### config.mk
export PLATFORM = sky130hd
export DESIGN_NAME = mem_port_arbiter_flat
export DESIGN_NICKNAME = d
export VERILOG_FILES = /design/src/rtl/mem_port_arbiter_if.sv /design/src/rtl/mem_port_arbiter.sv /design/src/flat_wrapper.sv
export SDC_FILE = /design/constraint.sdc
export NUM_CORES = 1
export LEC_CHECK = 0
export ABC_CLOCK_PERIOD_IN_PS = 2280
export BUFFER_PORTS_ARGS = -buffer_cell sky130_fd_sc_hd__buf_2
export CAP_MARGIN = 20
export CORE_AREA = 5 5 209 211
export CTS_CLUSTER_SIZE = 10
export DETAILED_ROUTE_END_ITERATION = 8
export DIE_AREA = 0 0 214 216
export SYNTH_ARGS = -nofsm -noshare
export SYNTH_HDL_FRONTEND = slang
export SYNTH_SLANG_ARGS = --single-unit
### constraint.sdc
create_clock -name clk -period 2.28 [get_ports clk]
set_input_delay 0.57 -clock clk [delete_from_list [all_inputs] [get_ports clk]]
set_output_delay 0.57 -clock clk [all_outputs]
set_load 0.02 [all_outputs]
### src/rtl/mem_port_arbiter_if.sv
// Bundles the IFU, LSU and memory-side signals of the shared memory port.
// The arbiter takes the slave view (it serves both requesters and drives the
// memory request); the surrounding core/memory model takes the master view.
interface mem_port_arbiter_if;
  // instruction fetch side
  logic        ifu_req;
  logic [63:0] ifu_addr;
  logic [63:0] ifu_rdata;
  logic        ifu_done;
  // load/store side
  logic        lsu_req;
  logic        lsu_wen;
  logic [63:0] lsu_addr;
  logic [63:0] lsu_wdata;
  logic [7:0]  lsu_wmask;
  logic [63:0] lsu_rdata;
  logic        lsu_done;
  // memory side
  logic        mem_req;
  logic        mem_wen;
  logic [63:0] mem_addr;
  logic [63:0] mem_wdata;
  logic [7:0]  mem_wmask;
  logic        mem_ack;
  logic [63:0] mem_rdata;

  modport slave (
    input  ifu_req, ifu_addr,
    output ifu_rdata, ifu_done,
    input  lsu_req, lsu_wen, lsu_addr, lsu_wdata, lsu_wmask,
    output lsu_rdata, lsu_done,
    output mem_req, mem_wen, mem_addr, mem_wdata, mem_wmask,
    input  mem_ack, mem_rdata
  );

  modport master (
    output ifu_req, ifu_addr,
    input  ifu_rdata, ifu_done,
    output lsu_req, lsu_wen, lsu_addr, lsu_wdata, lsu_wmask,
    input  lsu_rdata, lsu_done,
    input  mem_req, mem_wen, mem_addr, mem_wdata, mem_wmask,
    output mem_ack, mem_rdata
  );
endinterface

### src/rtl/mem_port_arbiter.sv
// Shares one memory port between IFU and LSU. LSU has priority, but after
// LSU_STREAK consecutive LSU grants with a fetch waiting, the IFU is forced
// through. Each access is a req/ack transaction guarded by a timeout; every
// transaction ends with a one-cycle done pulse to its owner.
module mem_port_arbiter #(
  parameter int LSU_STREAK = 4,
  parameter int TIMEOUT    = 1024
) (
  input  logic                clk,
  input  logic                rst,          // asynchronous, active-low
  mem_port_arbiter_if.slave   bus,
  output logic [1:0]          owner,
  output logic                timeout_err
);

  localparam int STREAK_W = $clog2(LSU_STREAK + 1);
  localparam int TMO_W    = $clog2(TIMEOUT);

  localparam logic [1:0] OWN_NONE = 2'b00;
  localparam logic [1:0] OWN_IFU  = 2'b01;
  localparam logic [1:0] OWN_LSU  = 2'b10;

  typedef enum logic [1:0] {S_IDLE, S_BUSY, S_DONE} state_t;

  state_t              state_q, state_d;
  logic                mem_req_q, mem_req_d;
  logic                mem_wen_q, mem_wen_d;
  logic [63:0]         mem_addr_q, mem_addr_d;
  logic [63:0]         mem_wdata_q, mem_wdata_d;
  logic [7:0]          mem_wmask_q, mem_wmask_d;
  logic                ifu_done_q, ifu_done_d;
  logic                lsu_done_q, lsu_done_d;
  logic [63:0]         ifu_rdata_q, ifu_rdata_d;
  logic [63:0]         lsu_rdata_q, lsu_rdata_d;
  logic [1:0]          owner_q, owner_d;
  logic                timeout_err_q, timeout_err_d;
  logic [STREAK_W-1:0] streak_q, streak_d;
  logic [TMO_W-1:0]    tmo_cnt_q, tmo_cnt_d;

  logic streak_full;
  assign streak_full = (streak_q == STREAK_W'(LSU_STREAK));

  // Next-state: arbitration in IDLE, ack/timeout in BUSY, single-cycle DONE.
  always_comb begin
    state_d       = state_q;
    mem_req_d     = mem_req_q;
    mem_wen_d     = mem_wen_q;
    mem_addr_d    = mem_addr_q;
    mem_wdata_d   = mem_wdata_q;
    mem_wmask_d   = mem_wmask_q;
    ifu_done_d    = 1'b0;
    lsu_done_d    = 1'b0;
    ifu_rdata_d   = ifu_rdata_q;
    lsu_rdata_d   = lsu_rdata_q;
    owner_d       = owner_q;
    timeout_err_d = timeout_err_q;
    streak_d      = streak_q;
    tmo_cnt_d     = tmo_cnt_q;

    case (state_q)
      S_IDLE: begin
        if (bus.lsu_req && !(bus.ifu_req && streak_full)) begin
          // LSU wins unless a waiting fetch has been passed over too often
          state_d     = S_BUSY;
          owner_d     = OWN_LSU;
          mem_req_d   = 1'b1;
          mem_wen_d   = bus.lsu_wen;
          mem_addr_d  = bus.lsu_addr;
          mem_wdata_d = bus.lsu_wdata;
          mem_wmask_d = bus.lsu_wen ? bus.lsu_wmask : 8'h00;
          if (bus.ifu_req && !streak_full) begin
            streak_d = streak_q + STREAK_W'(1);
          end
        end else if (bus.ifu_req) begin
          state_d     = S_BUSY;
          owner_d     = OWN_IFU;
          mem_req_d   = 1'b1;
          mem_wen_d   = 1'b0;
          mem_addr_d  = bus.ifu_addr;
          mem_wdata_d = 64'h0;
          mem_wmask_d = 8'h00;
          streak_d    = '0;
        end else begin
          owner_d = OWN_NONE;
        end
      end

      S_BUSY: begin
        if (bus.mem_ack && mem_req_q) begin
          state_d    = S_DONE;
          mem_req_d  = 1'b0;
          ifu_done_d = (owner_q == OWN_IFU);
          lsu_done_d = (owner_q == OWN_LSU);
          if (owner_q == OWN_IFU) ifu_rdata_d = bus.mem_rdata;
          if (owner_q == OWN_LSU) lsu_rdata_d = bus.mem_rdata;
        end else if (tmo_cnt_q == TMO_W'(TIMEOUT - 1)) begin
          // abort: complete the transaction with zero data and flag it
          state_d       = S_DONE;
          mem_req_d     = 1'b0;
          timeout_err_d = 1'b1;
          ifu_done_d    = (owner_q == OWN_IFU);
          lsu_done_d    = (owner_q == OWN_LSU);
          if (owner_q == OWN_IFU) ifu_rdata_d = 64'h0;
          if (owner_q == OWN_LSU) lsu_rdata_d = 64'h0;
        end else begin
          tmo_cnt_d = tmo_cnt_q + TMO_W'(1);
        end
      end

      S_DONE: begin
        // done pulse is visible this cycle; no arbitration until IDLE
        tmo_cnt_d = '0;
        state_d   = S_IDLE;
      end

      default: begin
        state_d = S_IDLE;
      end
    endcase
  end

  // State register with asynchronous active-low reset.
  always_ff @(posedge clk or negedge rst) begin
    if (!rst) begin
      state_q       <= S_IDLE;
      mem_req_q     <= 1'b0;
      mem_wen_q     <= 1'b0;
      mem_addr_q    <= 64'h0;
      mem_wdata_q   <= 64'h0;
      mem_wmask_q   <= 8'h00;
      ifu_done_q    <= 1'b0;
      lsu_done_q    <= 1'b0;
      ifu_rdata_q   <= 64'h0;
      lsu_rdata_q   <= 64'h0;
      owner_q       <= OWN_NONE;
      timeout_err_q <= 1'b0;
      streak_q      <= '0;
      tmo_cnt_q     <= '0;
    end else begin
      state_q       <= state_d;
      mem_req_q     <= mem_req_d;
      mem_wen_q     <= mem_wen_d;
      mem_addr_q    <= mem_addr_d;
      mem_wdata_q   <= mem_wdata_d;
      mem_wmask_q   <= mem_wmask_d;
      ifu_done_q    <= ifu_done_d;
      lsu_done_q    <= lsu_done_d;
      ifu_rdata_q   <= ifu_rdata_d;
      lsu_rdata_q   <= lsu_rdata_d;
      owner_q       <= owner_d;
      timeout_err_q <= timeout_err_d;
      streak_q      <= streak_d;
      tmo_cnt_q     <= tmo_cnt_d;
    end
  end

  assign bus.mem_req   = mem_req_q;
  assign bus.mem_wen   = mem_wen_q;
  assign bus.mem_addr  = mem_addr_q;
  assign bus.mem_wdata = mem_wdata_q;
  assign bus.mem_wmask = mem_wmask_q;
  assign bus.ifu_done  = ifu_done_q;
  assign bus.lsu_done  = lsu_done_q;
  assign bus.ifu_rdata = ifu_rdata_q;
  assign bus.lsu_rdata = lsu_rdata_q;
  assign owner         = owner_q;
  assign timeout_err   = timeout_err_q;

endmodule
### src/flat_wrapper.sv
// flat-port wrapper written by rule: the top's interface ports become plain ports
module mem_port_arbiter_flat 
#(
  parameter int LSU_STREAK = 4,
  parameter int TIMEOUT    = 1024
)
  (clk, rst, owner, timeout_err, bus_ifu_req, bus_ifu_addr, bus_ifu_rdata, bus_ifu_done, bus_lsu_req, bus_lsu_wen, bus_lsu_addr, bus_lsu_wdata, bus_lsu_wmask, bus_lsu_rdata, bus_lsu_done, bus_mem_req, bus_mem_wen, bus_mem_addr, bus_mem_wdata, bus_mem_wmask, bus_mem_ack, bus_mem_rdata);
  mem_port_arbiter_if bus_i ();
  input  logic clk;
  input  logic rst;
  output logic [1:0] owner;
  output logic timeout_err;
  input wire logic [$bits(bus_i.ifu_req)-1:0] bus_ifu_req;
  input wire logic [$bits(bus_i.ifu_addr)-1:0] bus_ifu_addr;
  output wire logic [$bits(bus_i.ifu_rdata)-1:0] bus_ifu_rdata;
  output wire logic [$bits(bus_i.ifu_done)-1:0] bus_ifu_done;
  input wire logic [$bits(bus_i.lsu_req)-1:0] bus_lsu_req;
  input wire logic [$bits(bus_i.lsu_wen)-1:0] bus_lsu_wen;
  input wire logic [$bits(bus_i.lsu_addr)-1:0] bus_lsu_addr;
  input wire logic [$bits(bus_i.lsu_wdata)-1:0] bus_lsu_wdata;
  input wire logic [$bits(bus_i.lsu_wmask)-1:0] bus_lsu_wmask;
  output wire logic [$bits(bus_i.lsu_rdata)-1:0] bus_lsu_rdata;
  output wire logic [$bits(bus_i.lsu_done)-1:0] bus_lsu_done;
  output wire logic [$bits(bus_i.mem_req)-1:0] bus_mem_req;
  output wire logic [$bits(bus_i.mem_wen)-1:0] bus_mem_wen;
  output wire logic [$bits(bus_i.mem_addr)-1:0] bus_mem_addr;
  output wire logic [$bits(bus_i.mem_wdata)-1:0] bus_mem_wdata;
  output wire logic [$bits(bus_i.mem_wmask)-1:0] bus_mem_wmask;
  input wire logic [$bits(bus_i.mem_ack)-1:0] bus_mem_ack;
  input wire logic [$bits(bus_i.mem_rdata)-1:0] bus_mem_rdata;
  assign bus_i.ifu_req = bus_ifu_req;
  assign bus_i.ifu_addr = bus_ifu_addr;
  assign bus_ifu_rdata = bus_i.ifu_rdata;
  assign bus_ifu_done = bus_i.ifu_done;
  assign bus_i.lsu_req = bus_lsu_req;
  assign bus_i.lsu_wen = bus_lsu_wen;
  assign bus_i.lsu_addr = bus_lsu_addr;
  assign bus_i.lsu_wdata = bus_lsu_wdata;
  assign bus_i.lsu_wmask = bus_lsu_wmask;
  assign bus_lsu_rdata = bus_i.lsu_rdata;
  assign bus_lsu_done = bus_i.lsu_done;
  assign bus_mem_req = bus_i.mem_req;
  assign bus_mem_wen = bus_i.mem_wen;
  assign bus_mem_addr = bus_i.mem_addr;
  assign bus_mem_wdata = bus_i.mem_wdata;
  assign bus_mem_wmask = bus_i.mem_wmask;
  assign bus_i.mem_ack = bus_mem_ack;
  assign bus_i.mem_rdata = bus_mem_rdata;
  mem_port_arbiter #(.LSU_STREAK(LSU_STREAK), .TIMEOUT(TIMEOUT)) u_core (.clk(clk), .rst(rst), .bus(bus_i), .owner(owner), .timeout_err(timeout_err));
endmodule
Word level (Yosys, flattened, before mapping)
Index checks and enable logic that the tools add are counted.
W data, S select, Z words.

storage, ports and cells
  register bits after elaboration = 286
  input bits = 270

cells by class
  add/sub/neg operators = 2
  equality and inequality tests = 11
  mux-type cells = 41
  bitwise logic cells = 1
  reduce and logical (&&, ||, !) cells = 19

operators with widths
  kind                     count
  $mux W64                 12
  $mux W8                  3
  $mux W10                 2
  $pmux W10 S2             1
  $reduce_and A3 Y1        6
  $mux W1                  13
  $add A10 B1 Y10 const B  1
  $eq A10 B10 Y1 const B   1
  $mux W2                  5
  $mux W3                  3
  $reduce_bool A2 Y1       4
  $ne A2 B2 Y1 const B     3
  $eq A2 B1 Y1 const B     2
  $eq A2 B2 Y1 const B     2
  $logic_and A1 B1 Y1      4
  $pmux W2 S2              1
  $reduce_and A2 Y1        2
  $add A3 B1 Y3 const B    1
  $eq A3 B3 Y1 const B     1
  $ne A3 B1 Y1 const B     1
  $ne A3 B2 Y1 const B     1
  $logic_not A1 Y1         2
  $logic_not A2 Y1         1
  $pmux W1 S2              1
  $not A1 Y1               1

Depth between registers and ports, before layout
Gate-level depths: netlist of run 1.

  depth in word-level cells = 6
  depth in mapped cells = 9
  depth with buffers taken out = 6

Worst setup path after synthesis of run 1
OpenSTA, ideal clock, no wires.

  path kind = flip-flop to flip-flop
  from = register u_core.state_q[1]
  to = register u_core.tmo_cnt_q[1]
  setup time = 0.125 ns
  data arrival time = 1.802 ns
  required time = 2.155 ns
  slack = 0.353 ns
  cell stages (with the launch flop) = 10
  period minus slack after synthesis = 1.927 ns
  cell sequence = dfrtp_1 inv_1 ha_1 clkbuf_2 nand3_1 or3_1 buf_6 and3_4 buf_6 mux2_4

between the ends
  cells in the longest elaborated chain, start to end = 3
  elaborated cells on any way between the ends = 7
  those cells by class = eq/ne: 4; mux: 1; reduce/logical: 2

RTL lines
  element                                                       RTL line                 text
  start, declared                                               mem_port_arbiter.sv:25   state_t state_q, state_d;
  start signal, assigned                                        mem_port_arbiter.sv:140  state_q <= state_d;
  $eq A2 B1 Y1 or $eq A2 B2 Y1 (tied branches)                  mem_port_arbiter.sv:60   case (state_q)
  $ne A2 B2 Y1 (no line) or $reduce_bool A2 Y1 (tied branches)  --
  $reduce_and A3 Y1 (no line)                                   --
  end signal, assigned                                          mem_port_arbiter.sv:153  tmo_cnt_q <= tmo_cnt_d;
  end, declared                                                 mem_port_arbiter.sv:38   logic [TMO_W-1:0] tmo_cnt_q, tmo_cnt_d;

Several ways; a longest one is shown, not always the timed one.
A chain may end at the register's enable or synchronous reset.

Worst setup path after layout of run 1
  from = register u_core.tmo_cnt_q[1]
  to = register u_core.lsu_rdata_q[15] (netlist: u_core.bus.lsu_rdata[15])

between the ends
  cells in the longest elaborated chain, start to end = 3

RTL lines
  element                       RTL line                 text
  $eq A10 B10 Y1                mem_port_arbiter.sv:96   end else if (tmo_cnt_q == TMO_W'(TIMEOUT - 1)) begin
  $reduce_bool A2 Y1 (no line)  --
  $reduce_and A3 Y1 (no line)   --
  end signal, assigned          mem_port_arbiter.sv:149  lsu_rdata_q <= lsu_rdata_d;
  end, declared                 mem_port_arbiter.sv:34   logic [63:0] lsu_rdata_q, lsu_rdata_d;

Every way passes these cells.

==> impl_results.md, run 1 <==
- WL final: 41700 um
- Placer's final routability congestion estimate: 0.844
- Core Rows: 75
- Synthesized-area fraction occupied by ao, oa, aoi and oai cells: 16.9%
- CORE AREA: 41600 um^2
- Relative slew margins: 61.4%
- Number of buffers created by CTS: 35
- Number of vias per cell after detailed routing: 4.91
- Placed wire-length estimate after detailed placement: 31600 um
- Result of the run: complete, no violations
- Final net count: 1888
- Post-synthesis net count: 1365
- Area overhead of the layout relative to synthesis: 39.9%
- Leakage power: 8.30 nW
- Portion of the post-synthesis area used by sequential elements: 62.2%
- Total via count after detailed routing: 10646
- Max-capacitance violation count: 0
- Count of cell types in the netlist: 40
- Synth Register Bits: 286
- Number of global-route vias before repair: 10884
- Critical path required time: 2.69 ns
- Total standard cell area after synthesis: 11500 um^2
- Layout cell share with drive strength beyond 1: 39.9%
- Die span in y: 216 um
- Grt total ovfl: 0
- Sum of negative setup slack: 0 ns
- Post-detailed-route wirelength per cell: 19.2 um
- Worst-path fanout max: 65
- Clock insertion delay at the later pin of the skew report: 0.53 ns
- Global-route wire length before repair: 65100 um
- Count of buffers from port buffering: 540
- Min Tclk post-route: 2.04 ns
- Slew @ Worst Pin: 0.576 ns
- Clock slew at reported path FFs: 0.05 ns
- Maximum VDD drop: 0.000721 V
- Achievable clock frequency: 491 MHz
- Largest family of logic cells by synthesized area: compound AO/OA/AOI/OAI gates
- Register cell area after layout: 7160 um^2
- Adder and majority cell fraction of the synthesized area: 0.653%
- Share of synthesized cell area in and, or, nand and nor gates: 16.0%
- Average size of a mapped cell: 10.6 um^2
- Data arrival time of the worst path: 2.45 ns
- CTS tree: done
- Final setup vio count: 0
- Worst-case clock buffer depth: 3
- Buffer type at the clock tree root: clkbuf_16
- Clock skew after layout: 0.0210 ns
- Portion of the clock cycle consumed by the worst path in the final layout: 89.3%
- Power density over the cells: 1570 nW/um^2
- Total power: 25.2 mW
- Yosys warnings: 0
- Multi-input logic area: 3940 um^2
- Antenna Violating Nets Remaining: 0
- XOR/XNOR share of the synthesized area: 0%
- Count of unresolved DRC violations after routing: 0
- Number of instances in the synthesized netlist: 1089
- Die footprint: 46200 um^2
- Number of antenna violations at the first check in global routing: 26
- Type of the worst min-delay path: input port to flip-flop
- Starting Density: 27.7%
- Pre-antenna DRT Iters: 5
- Total number of H-tree levels: 2
- Maximum number of pins on one net before global-route repair: 66
- Final Hold Violating Endpoints: 0
- Number of ports placed on the die boundary: 541
- Post-CTS Resized: 0
- Width of the chip: 214 um
- Clock sink count: 286
- Startpoint Class: flip-flop
- Hold Slack: 0.262 ns
- RSZ-0062 raised after global routing: no
- Max Transition Viols Final: 0
- Combined global-route utilization of all metal layers: 17.6%
- Critical path endpoint category: flip-flop
- WS Path Type: flip-flop to flip-flop
- Mux share of post-synthesis cell area: 0.315%
- Filler instances: 4159
- Number of violations reported at the end of detailed-routing iteration 0: 903
path summary, 6_finish.rpt:
path	start	to	cells after the start	slack (ns)
max	u_core.tmo_cnt_q[1]	u_core.bus.lsu_rdata[15]	6	0.24
min	bus_lsu_wdata[12]	u_core.bus.mem_wdata[12]	3	0.26
max reg2reg	u_core.tmo_cnt_q[1]	u_core.bus.lsu_rdata[15]	6	0.24
min in group asynchronous	rst	u_core.bus.mem_addr[11]	2	0.57
min reg2reg	u_core.bus.mem_wdata[55]	u_core.bus.mem_wdata[55]	2	0.46
max in group asynchronous	rst	u_core.bus.mem_addr[6]	4	0.99
layout by cell type, fill, tap and decap left out, types with 2 or more instances in the layout:
cell	instances
nor3_1	3
inv_1	10
o21ai_0	12
buf_12	18
nand2_1	283
buf_4	27
nor2_1	70
nand3_1	70
clkinv_2	2
ha_1	6
clkbuf_8	2
clkbuf_1	4
or2_2	2
nand4_1	2
and3_1	2
dfrtp_1	286
diode_2	9
and2_4	2
clkbuf_16	36
nand2_2	3
and3_2	3
a21oi_1	9
o22ai_1	2
buf_2	539
a31oi_1	72
o21a_1	5
a32o_1	128
synthesized netlist by cell type:
cell type	count	share of area (%)
a21o_1	1	0.065
a21oi_1	9	0.39
a2bb2oi_1	1	0.076
a31o_2	1	0.076
a31oi_1	72	3.9
a32o_1	128	11
and2_1	2	0.11
and2b_1	1	0.065
and3_1	3	0.16
and3_2	2	0.13
and3_4	1	0.098
and3b_1	1	0.076
buf_1	14	0.46
buf_2	15	0.65
buf_6	2	0.20
clkbuf_1	68	2.2
clkbuf_2	1	0.043
dfrtp_1	286	62
ha_1	6	0.65
inv_1	10	0.33
mux2_2	1	0.098
mux2_4	1	0.13
mux2i_1	1	0.087
nand2_1	286	9.3
nand2b_1	1	0.054
nand3_1	70	3.0
nand3_2	1	0.087
nand4_1	2	0.11
nand4_2	1	0.11
nor2_1	71	2.3
nor2b_1	1	0.054
nor3_1	3	0.13
o21a_1	5	0.33
o21ai_0	13	0.57
o221ai_1	1	0.076
o22ai_1	2	0.11
o2bb2ai_1	1	0.076
o31ai_1	1	0.065
or2_2	2	0.11
or3_1	1	0.054
kinds of logic after synthesis:
logic type,count (synthesis)
AND/OR/NAND/NOR,449
buffers and inverters,110
multiplexers,3
AO/OA/AOI/OAI,235
adder cells (fa/ha/maj),6
flip-flops,286
layout make-up:
| class | instances | share of cell area (%) |
|---|---|---|
| Multi-Input combinational cell | 693 | 24.5 |
| Tap cell | 539 | 4.19 |
| Clock buffer | 42 | 5.86 |
| Sequential cell | 286 | 44.5 |
| Timing Repair Buffer | 586 | 20.4 |
| Clock inverter | 4 | 0.218 |
| Inverter | 10 | 0.233 |
| Antenna cell | 9 | 0.140 |
worst max-delay path, cell delays in order (launching register included):
cell     delay (ns)
dfrtp_1        0.39
ha_1           0.24
nand3_2        0.13
o31ai_1        0.49
nand2_2        0.13
buf_12         0.20
a32o_1         0.26
per-stage QoR:
step                worst slack (ns)  area, um^2  instances  util (%)
floorplan                      0.353       11500       1089         -
global placement               0.322       15100       2113      36.3
detailed placement             0.284       15100       2113      36.3
CTS                            0.271       16100       2160      38.7
global route                  0.0977       16100       2165      38.7
finish                         0.243       16100       2169      38.7
power breakdown:
part           total [mW]  switching (mW)  internal (mW)  leakage [nW]
clock network        4.91            2.02           2.89         0.482
registers            8.93            1.41           7.52          3.58
logic                11.4            7.31           4.09          4.23
total                25.2            10.7           14.5          8.30
registers in the layout (all words and copies together), names as in the netlist:
name                  flops
u_core.bus.ifu_rdata     64
u_core.tmo_cnt_q         10
u_core.bus.mem_req        1
u_core.bus.ifu_done       1
u_core.owner              2
u_core.state_q            2
u_core.bus.lsu_done       1
u_core.bus.mem_addr      64
u_core.timeout_err        1
u_core.streak_q           3
u_core.bus.mem_wmask      8
u_core.bus.mem_wen        1
u_core.bus.mem_wdata     64
u_core.bus.lsu_rdata     64
what timing repair did:
item                      in CTS  in global routing
setup buffers                  0                  0
hold endpoints to repair      41                  0
hold buffers                   1                  0
per-layer routing:
| layer | track usage (%) | share of wire (%) | vias up |
|---|---|---|---|
| met4 | 7.00 | 3.5 | 26 |
| met1 | 20.6 | 39 | 5127 |
| met2 | 29.5 | 49 | 464 |
| met5 | 0 | 0.38 | - |
| met3 | 6.56 | 8.8 | 98 |
| li1 | - | - | 4931 |
Note: power is estimated with default switching activity, not from simulation.
==> inputs of run 2 (changes only) <==
PLACE_DENSITY = 0.51   (was unset)
==> run 2 against run 1 <==
Count of clock-buffer cells in the layout increased by 4; register-to-register slack gained 0.11 ns; critical path type unchanged; sequential share of layout area fell by 0.31 points; largest cell class unchanged; non-clock buffer count shrank 1.
==> impl_results.md, run 2 (synthesis gave the netlist of run 1 again) <==
- Result of the run: complete, no violations
- Sum of negative setup slack: 0 ns
- Final setup vio count: 0
- Max Transition Viols Final: 0
- Highest-delay cell along the critical path: dfrtp_1
- Data arrival time of the worst path: 2.34 ns
- Slew @ Worst Pin: 0.528 ns
- Core Rows: 75
- Worst-path fanout max: 65
- Total power: 25.8 mW
- Width of the chip: 214 um
- Leakage power: 8.34 nW
- RSZ-0062 raised after global routing: no
- Critical path required time: 2.70 ns
- Number of buffers inserted to repair setup after CTS: 0
- Final net count: 1888
- Antenna Violating Nets Remaining: 0
- Grt total ovfl: 0
- Filler instances: 4176
- Clock insertion delay at the later pin of the skew report: 0.53 ns
- Total via count after detailed routing: 10592
- Post-detailed-route wirelength per cell: 20.7 um
- CTS tree: done
- Starting Density: 27.7%
- Placed wire-length estimate after detailed placement: 33700 um
- Die footprint: 46200 um^2
- Count of unresolved DRC violations after routing: 0
- WS Path Type: flip-flop to flip-flop
- Relative slew margins: 64.7%
- Number of vias per cell after detailed routing: 4.86
- Buffer type at the clock tree root: clkbuf_16
- Area overhead of the layout relative to synthesis: 40.9%
- Clock skew after layout: 0.0156 ns
- Number of global-route vias before repair: 10778
- Placer's final routability congestion estimate: 0.849
- Count of buffers from port buffering: 540
- Worst-case clock buffer depth: 3
- Portion of the clock cycle consumed by the worst path in the final layout: 84.5%
- Power density over the cells: 1590 nW/um^2
- Max-capacitance violation count: 0
- Maximum number of pins on one net before global-route repair: 75
- Maximum VDD drop: 0.000661 V
- Global-route wire length before repair: 68200 um
- Critical Path, Cell by Cell: ha_1, nand3_2, o31ai_1, buf_4, nand2_2, buf_12, a32o_1
- Clock sink count: 286
- Most frequent cells in the layout: 539 x buf_2, 286 x dfrtp_1, 283 x nand2_1
- Total number of H-tree levels: 2
- Number of antenna violations at the first check in global routing: 17
- Number of buffers created by CTS: 36
- WL final: 45000 um
- CORE AREA: 41600 um^2
- Commonest non-fill, non-tap cell in the layout: buf_2
- Min Tclk post-route: 1.93 ns
- Clock slew at reported path FFs: 0.06 ns
- Layout cell share with drive strength beyond 1: 39.9%
- Number of violations reported at the end of detailed-routing iteration 0: 731
- Delay contributed by the slowest stage of the critical path: 0.38 ns
- Combined global-route utilization of all metal layers: 18.8%
- Final Hold Violating Endpoints: 0
- Startpoint Class: flip-flop
- Die span in y: 216 um
- Register cell area after layout: 7160 um^2
- Number of ports placed on the die boundary: 541
- Multi-input logic area: 3940 um^2
- Critical path endpoint category: flip-flop
- Type of the worst min-delay path: input port to flip-flop
- Achievable clock frequency: 519 MHz
- Pre-antenna DRT Iters: 5
run 2: path summary, 6_finish.rpt:
kind,to,startpoint,cells past startpoint,slack [ns]
setup / recovery,u_core.bus.lsu_rdata[11],u_core.tmo_cnt_q[1],7,0.35
hold / removal,u_core.bus.mem_wdata[63],bus_lsu_wdata[63],3,0.25
setup reg to reg,u_core.bus.lsu_rdata[11],u_core.tmo_cnt_q[1],7,0.35
hold reg to reg,u_core.bus.mem_wdata[54],u_core.bus.mem_wdata[54],2,0.46
max in group asynchronous,u_core.bus.mem_addr[10],rst,3,1.00
min in group asynchronous,u_core.bus.ifu_rdata[58],rst,2,0.55
run 2: layer usage:
metal / track usage, % / vias to the layer above / wire length (um)
li1: - / 4949 / -
met1: 22.2 / 5082 / 17600
met2: 31.8 / 475 / 21800
met3: 7.24 / 76 / 4070
met4: 6.08 / 10 / 1460
met5: 0 / - / 69
run 2: layout make-up:
| class | instances | share of cell area, % |
|---|---|---|
| diodes | 14 | 0.216 |
| clock inverters | 5 | 0.378 |
| multi-input cells | 693 | 24.3 |
| flip-flops and latches | 286 | 44.2 |
| repair buffers | 585 | 20.3 |
| clock buffers | 46 | 6.24 |
| well taps | 539 | 4.16 |
| inverters | 10 | 0.232 |
run 2: metrics by stage:
step,instance area [um^2],hold slack [ns],cells,worst slack (ns),util [%]
4_1_cts,16200,0.217,2164,0.410,38.9
3_3_place_gp,15100,0.446,2112,0.381,36.3
2_1_floorplan,11500,0.274,1089,0.353,-
6_report,16200,0.255,2178,0.354,39.0
5_1_grt,16200,0.230,2169,0.299,38.9
3_5_place_dp,15100,0.451,2112,0.354,36.3
run 2: power by group:
group          leakage (nW)  switching [mW]  internal, mW
logic                  4.23            7.58          4.01
registers              3.58            1.35          7.51
clock network         0.529            2.14          3.20
run 2: timing repair:
item	CTS	global route
gates resized for setup	0	0
endpoints found under the hold margin	36	0
hold buffers	1	0
run 2: worst max-delay path: cells and delay by family (launching register included):
kind	cells	cell delay (ns)
buffers and inverters	2	0.35
AO/OA/AOI/OAI	2	0.54
adder cells (fa/ha/maj)	1	0.24
flip-flops	1	0.38
AND/OR/NAND/NOR	2	0.18
